[src/rtl/io_pkg.sv]
// rtl/io_pkg.sv - register offsets of the button block, shared with software headers
package io_pkg;

    typedef logic [1:0] reg_off_t;

    localparam reg_off_t REG_STATE  = 2'd0;
    localparam reg_off_t REG_EDGE   = 2'd1;
    localparam reg_off_t REG_IRQ_EN = 2'd2;
    localparam reg_off_t REG_RSVD   = 2'd3;

    function automatic reg_off_t reg_offset(input logic [31:2] addr);
        return addr[3:2];
    endfunction

endpackage

[src/rtl/button_mmap_if.sv]
// rtl/button_mmap_if.sv - word-addressed register bus of the button block
interface button_mmap_if;
    logic        re;
    logic [31:0] rd;
    logic        we;
    logic [31:0] wd;
    logic [31:2] addr;

    modport master (output re, we, wd, addr, input rd);
    modport slave  (input re, we, wd, addr, output rd);
endinterface

[src/rtl/debouncer.sv]
// rtl/debouncer.sv - one-bit synchronizer plus stable-count debouncer with a rise pulse
module debouncer #(
    parameter int DEBOUNCE_CYCLES = 50000
) (
    input  logic clk,
    input  logic reset,
    input  logic btn,
    output logic state,
    output logic rise
);

    localparam int            CW   = $clog2(DEBOUNCE_CYCLES);
    localparam logic [CW-1:0] LAST = CW'(DEBOUNCE_CYCLES - 1);

    logic          sync1;
    logic          sync2;
    logic [CW-1:0] cnt;

    always_ff @(posedge clk or negedge reset) begin
        if (!reset) begin
            sync1 <= 1'b0;
            sync2 <= 1'b0;
            cnt   <= '0;
            state <= 1'b0;
        end else begin
            sync1 <= btn;
            sync2 <= sync1;
            if (sync2 == state) begin
                cnt <= '0;
            end else if (cnt == LAST) begin
                state <= sync2;
                cnt   <= '0;
            end else begin
                cnt <= cnt + 1'b1;
            end
        end
    end

    // High in the cycle whose closing edge accepts a press, so EDGE sets together with STATE.
    assign rise = sync2 && !state && (cnt == LAST);

endmodule

[src/rtl/register.sv]
// rtl/register.sv - plain enable-loaded register with a configurable reset value
module register #(
    parameter int               WIDTH       = 32,
    parameter logic [WIDTH-1:0] RESET_VALUE = '0
) (
    input  logic             clk,
    input  logic             reset,
    input  logic             en,
    input  logic [WIDTH-1:0] d,
    output logic [WIDTH-1:0] q
);

    always_ff @(posedge clk or negedge reset) begin
        if (!reset) begin
            q <= RESET_VALUE;
        end else if (en) begin
            q <= d;
        end
    end

endmodule

[src/rtl/button_mmap.sv]
// rtl/button_mmap.sv - debounced button inputs with sticky press flags and a level interrupt
module button_mmap
    import io_pkg::*;
#(
    parameter int WIDTH           = 8,
    parameter int DEBOUNCE_CYCLES = 50000
) (
    input  logic               clk,
    input  logic               reset,
    input  logic [WIDTH-1:0]   btn,
    output logic               irq,
    button_mmap_if.slave       bus
);

    logic [WIDTH-1:0] state;
    logic [WIDTH-1:0] rise;
    logic [WIDTH-1:0] edge_q;
    logic [WIDTH-1:0] edge_clr;
    logic [WIDTH-1:0] irq_en;
    reg_off_t         off;
    logic             we_irq_en;
    logic             unused_bits;

    for (genvar i = 0; i < WIDTH; i++) begin : g_db
        debouncer #(
            .DEBOUNCE_CYCLES(DEBOUNCE_CYCLES)
        ) u_db (
            .clk  (clk),
            .reset(reset),
            .btn  (btn[i]),
            .state(state[i]),
            .rise (rise[i])
        );
    end

    assign off       = reg_offset(bus.addr);
    assign we_irq_en = bus.we && (off == REG_IRQ_EN);
    assign edge_clr  = (bus.we && (off == REG_EDGE)) ? bus.wd[WIDTH-1:0] : '0;

    // Set is OR-ed after the clear so a press landing on a W1C write survives.
    always_ff @(posedge clk or negedge reset) begin
        if (!reset) begin
            edge_q <= '0;
        end else begin
            edge_q <= (edge_q & ~edge_clr) | rise;
        end
    end

    register #(
        .WIDTH      (WIDTH),
        .RESET_VALUE({WIDTH{1'b0}})
    ) u_irq_en (
        .clk  (clk),
        .reset(reset),
        .en   (we_irq_en),
        .d    (bus.wd[WIDTH-1:0]),
        .q    (irq_en)
    );

    assign irq = |(edge_q & irq_en);

    always_comb begin
        bus.rd = '0;
        case (off)
            REG_STATE:  bus.rd[WIDTH-1:0] = state;
            REG_EDGE:   bus.rd[WIDTH-1:0] = edge_q;
            REG_IRQ_EN: bus.rd[WIDTH-1:0] = irq_en;
            default:    bus.rd = '0;
        endcase
    end

    // Reads are side-effect free and chip select is upstream, so these inputs carry no state.
    assign unused_bits = ^{bus.re, bus.wd, bus.addr};

endmodule

[src/flat_wrapper.sv]
// flat-port wrapper written by rule: the top's interface ports become plain ports
module button_mmap_flat import io_pkg::*;
#(
    parameter int WIDTH           = 8,
    parameter int DEBOUNCE_CYCLES = 50000
)
  (clk, reset, btn, irq, bus_re, bus_we, bus_wd, bus_addr, bus_rd);
  button_mmap_if bus_i ();
  input  logic clk;
  input  logic reset;
  input  logic [WIDTH-1:0] btn;
  output logic irq;
  input wire logic [$bits(bus_i.re)-1:0] bus_re;
  input wire logic [$bits(bus_i.we)-1:0] bus_we;
  input wire logic [$bits(bus_i.wd)-1:0] bus_wd;
  input wire logic [$bits(bus_i.addr)-1:0] bus_addr;
  output wire logic [$bits(bus_i.rd)-1:0] bus_rd;
  assign bus_i.re = bus_re;
  assign bus_i.we = bus_we;
  assign bus_i.wd = bus_wd;
  assign bus_i.addr = bus_addr;
  assign bus_rd = bus_i.rd;
  button_mmap #(.WIDTH(WIDTH), .DEBOUNCE_CYCLES(DEBOUNCE_CYCLES)) u_core (.clk(clk), .reset(reset), .btn(btn), .irq(irq), .bus(bus_i));
endmodule
[config.mk]
export PLATFORM = sky130hd
export DESIGN_NAME = button_mmap_flat
export DESIGN_NICKNAME = d
export VERILOG_FILES = /design/src/rtl/io_pkg.sv /design/src/rtl/button_mmap_if.sv /design/src/rtl/debouncer.sv /design/src/rtl/register.sv /design/src/rtl/button_mmap.sv /design/src/flat_wrapper.sv
export SDC_FILE = /design/constraint.sdc
export NUM_CORES = 1
export LEC_CHECK = 0
export CORE_MARGIN = 10
export CORE_UTILIZATION = 35
export CTS_CLUSTER_SIZE = 12
export DETAILED_ROUTE_END_ITERATION = 12
export MAX_ROUTING_LAYER = met4
export PLACE_DENSITY = 0.52
export REMOVE_ABC_BUFFERS = 1
export SLEW_MARGIN = 20
export SYNTH_ARGS = -nofsm -noshare
export SYNTH_HDL_FRONTEND = slang
export SYNTH_SLANG_ARGS = --single-unit
[constraint.sdc]
create_clock -name clk -period 2.2 [get_ports clk]
set_input_delay 0.55 -clock clk [delete_from_list [all_inputs] [get_ports clk]]
set_output_delay 0.55 -clock clk [all_outputs]
set_load 0.03 [all_outputs]
==> out/results.ini <==
[worst_setup_path]
cpLargestDelayFamily=buffers and inverters
crit_path_cell_trace=dlygate4sd2_1, buf_4, o21ai_0, buf_4
worst-path-buf-inv=3
cp-start-kind=input pin
cpMaxStageDelayCell=o21ai_0
cp.arrival_ns=1.58
critPathRequiredTime_ns=1.65
r2r_setup_slack_ns=0.13
cp-end-kind=primary output
criticalPathCategory=input pin to primary output
critical-path-top-cell-by-count=buf_4
slowest_delay_ns=0.33
path_max_fanout=9

[run_status]
outcome=complete, no violations

[global_route]
grt_max_degree=50
grt_overflow=0
grt_pass1_vias=5507
grt_pass1_wl_um=27000
grt_use_total_pct=11.7
antenna_found_initial=0

[power]
p_seq_share_pct=48.5
peakVddDrop_mv=0.409
power.density_mw_per_mm2=707
p_comb_share_pct=7.1
swShare_pct=22.9
power_switching_mw=1.53
internal-power_mw=5.16
p_leak_nw=3.88
pwr-share-clk_pct=44.4

[drt]
wl_um=16000
dr_wl_met2_um=7290
drtAntennaViolNets=0
drc=0
met1_length_um=8140
wl_per_cell_um=13.8
top_layer=met4
via_per_inst=4.71
via_count=5459
wl_met3_um=462
drtIter0Drc=234
drtPass1Iterations=4

[clocking]
h-tree-depth=4
cts-root-buf=clkbuf_16
clock_latency_ns=0.42
cts_tree=built
clock_sinks=168
clkTransAtPathRegs_ns=0.06
cts_buffer_depth=2
cts_inserted_buffers=17

[logic_synthesis]
ys_warn_count=0
syn_inst=799
synth-main-ff-cell=dfrtp_1
synth-seq-cells=168
netlist_area_mm2=0.00807
post_synth.cell_area_avg_um2=10.1
synth_cell_types=36
synth_edf_count=0
synth-seq-area-share_pct=52.1
async_reset_ff_share_pct=100

[sta]
finalHoldViolCount=0
fin_setup_tns_ns=0
fin_skew_ns=0.0112
finalCriticalPeriod_ns=2.13
final-setup-viol-count=0
whs_ns=0.0114
slew_violations=0
rsz0062_at_grt=false
fin_crit_sh_pct=96.9
max_freq_mhz=469

[die]
coreArea_mm2=0.0226
dieArea_mm2=0.0295
start_util_pct=35.6
dieHeight_um=172
num_rows=55
io_pins=107
die_width_um=172

[final_layout]
mostFrequentLayoutCell=dfrtp_1
layout-drive-gt1-share_pct=10.1
fin_cells=1159
final_util_pct=41.8
final_cell_area_mm2=0.00946
nets=953
area_growth_pct=17.2
most-common-layout-cells=dfrtp_1, nor2_1, xnor2_1

[placed_design]
place_area_mm2=0.00889
portBuffers=29
gp_congestion=0.805
dpl.hpwl_um=11000
dp_cells=1129

[flow_run]
cap_violations=0

[worst_hold_path]
min_path_type=input pin to async pin

==> worst reg2reg max path, cell delays in order (launching register included) <==
cell and delay [ns]:
dfrtp_1 0.41, or4b_1 0.55, or4_4 0.58, nor2_4 0.10
mux2_1 0.31
==> repair_timing <==
action	CTS	global route
gates resized for setup	9	3
buffers inserted	0	0
pin swaps	0	1
setup endpoints to repair	9	6
hold buffers	0	0
==> Yosys cell counts (all sizes together), types with 16 or more instances <==
library cell / instances / area (um2)
dfrtp: 168 / 4200
xnor2: 98 / 858
nor3: 28 / 140
ha: 16 / 200
mux2: 16 / 180
buf: 26 / 196
nor4: 31 / 194
nor2: 160 / 608
inv: 47 / 176
nand4: 29 / 181
nand3: 43 / 215
nand2: 38 / 143
==> area by class of cell <==
class | count | area [um2]
Clock inverter | 9 | 126
Clock buffer | 20 | 447
Fill cell | 2206 | 13200
Sequential cell | 168 | 4200
Inverter | 47 | 176
Antenna cell | 1 | 2.50
Tap cell | 285 | 357
Timing Repair Buffer | 60 | 606
Multi-Input combinational cell | 569 | 3540
==> per-stage QoR <==
| step | worst slack, ns | total power [mW] |
|---|---|---|
| detailed placement | -0.202 | 3.79 |
| finish | 0.0684 | 6.69 |
| global placement | -0.252 | 3.78 |
| CTS | 0.0212 | 6.79 |
| floorplan | 0.231 | 3.51 |
| global route | 0.0197 | 6.96 |
==> metal layers <==
| metal | vias to the layer above | track usage (%) |
|---|---|---|
| met2 | 53 | 17.9 |
| met4 | 0 | 3.37 |
| met3 | 14 | 2.94 |
| met5 | - | - |
| li1 | 2773 | - |
| met1 | 2619 | 15.2 |
==> state kept, by name, summed over array words and instances, names as in the netlist <==
signal / count
u_core.g_db.u_db.sync1: 8
u_core.edge_q: 8
u_core.g_db.u_db.sync2: 8
u_core.g_db.u_db.cnt: 128
u_core.g_db.u_db.state: 8
u_core.u_irq_en.q: 8
==> power groups by stage <==
stage	clock, mW	sequential [mW]	combinational, mW
6_report	2.97	3.24	0.475
3_3_place_gp	0	3.30	0.485
2_1_floorplan	0	3.28	0.230
4_1_cts	3.06	3.24	0.491
3_5_place_dp	0	3.30	0.488
5_1_grt	3.18	3.25	0.532
==> logic make-up after synthesis <==
group | Yosys count | share of synthesized area (%)
AOI/OAI and AO/OA | 20 | 1.74
xor gates and xnor gates | 112 | 12.2
adders and majority gates | 16 | 2.48
buffers and inverters | 85 | 5.18
DFF | 168 | 52.1
muxes | 24 | 3.22
other | 1 | 0.0465
and+or+nand+nor | 373 | 23.1
==> final timing paths <==
path	end	cells after the start	startpoint
setup / recovery	bus_rd[5]	4	bus_addr[0]
hold / removal	u_core.g_db[2].u_db.cnt[10]	1	reset
setup reg to reg	u_core.g_db[0].u_db.state	4	u_core.g_db[0].u_db.cnt[13]
hold reg to reg	u_core.g_db[1].u_db.sync2	0	u_core.g_db[1].u_db.sync1
max in group asynchronous	u_core.g_db[5].u_db.cnt[12]	2	reset
min in group clk	u_core.g_db[1].u_db.sync2	0	u_core.g_db[1].u_db.sync1
Power figures use the tool's default switching activity.
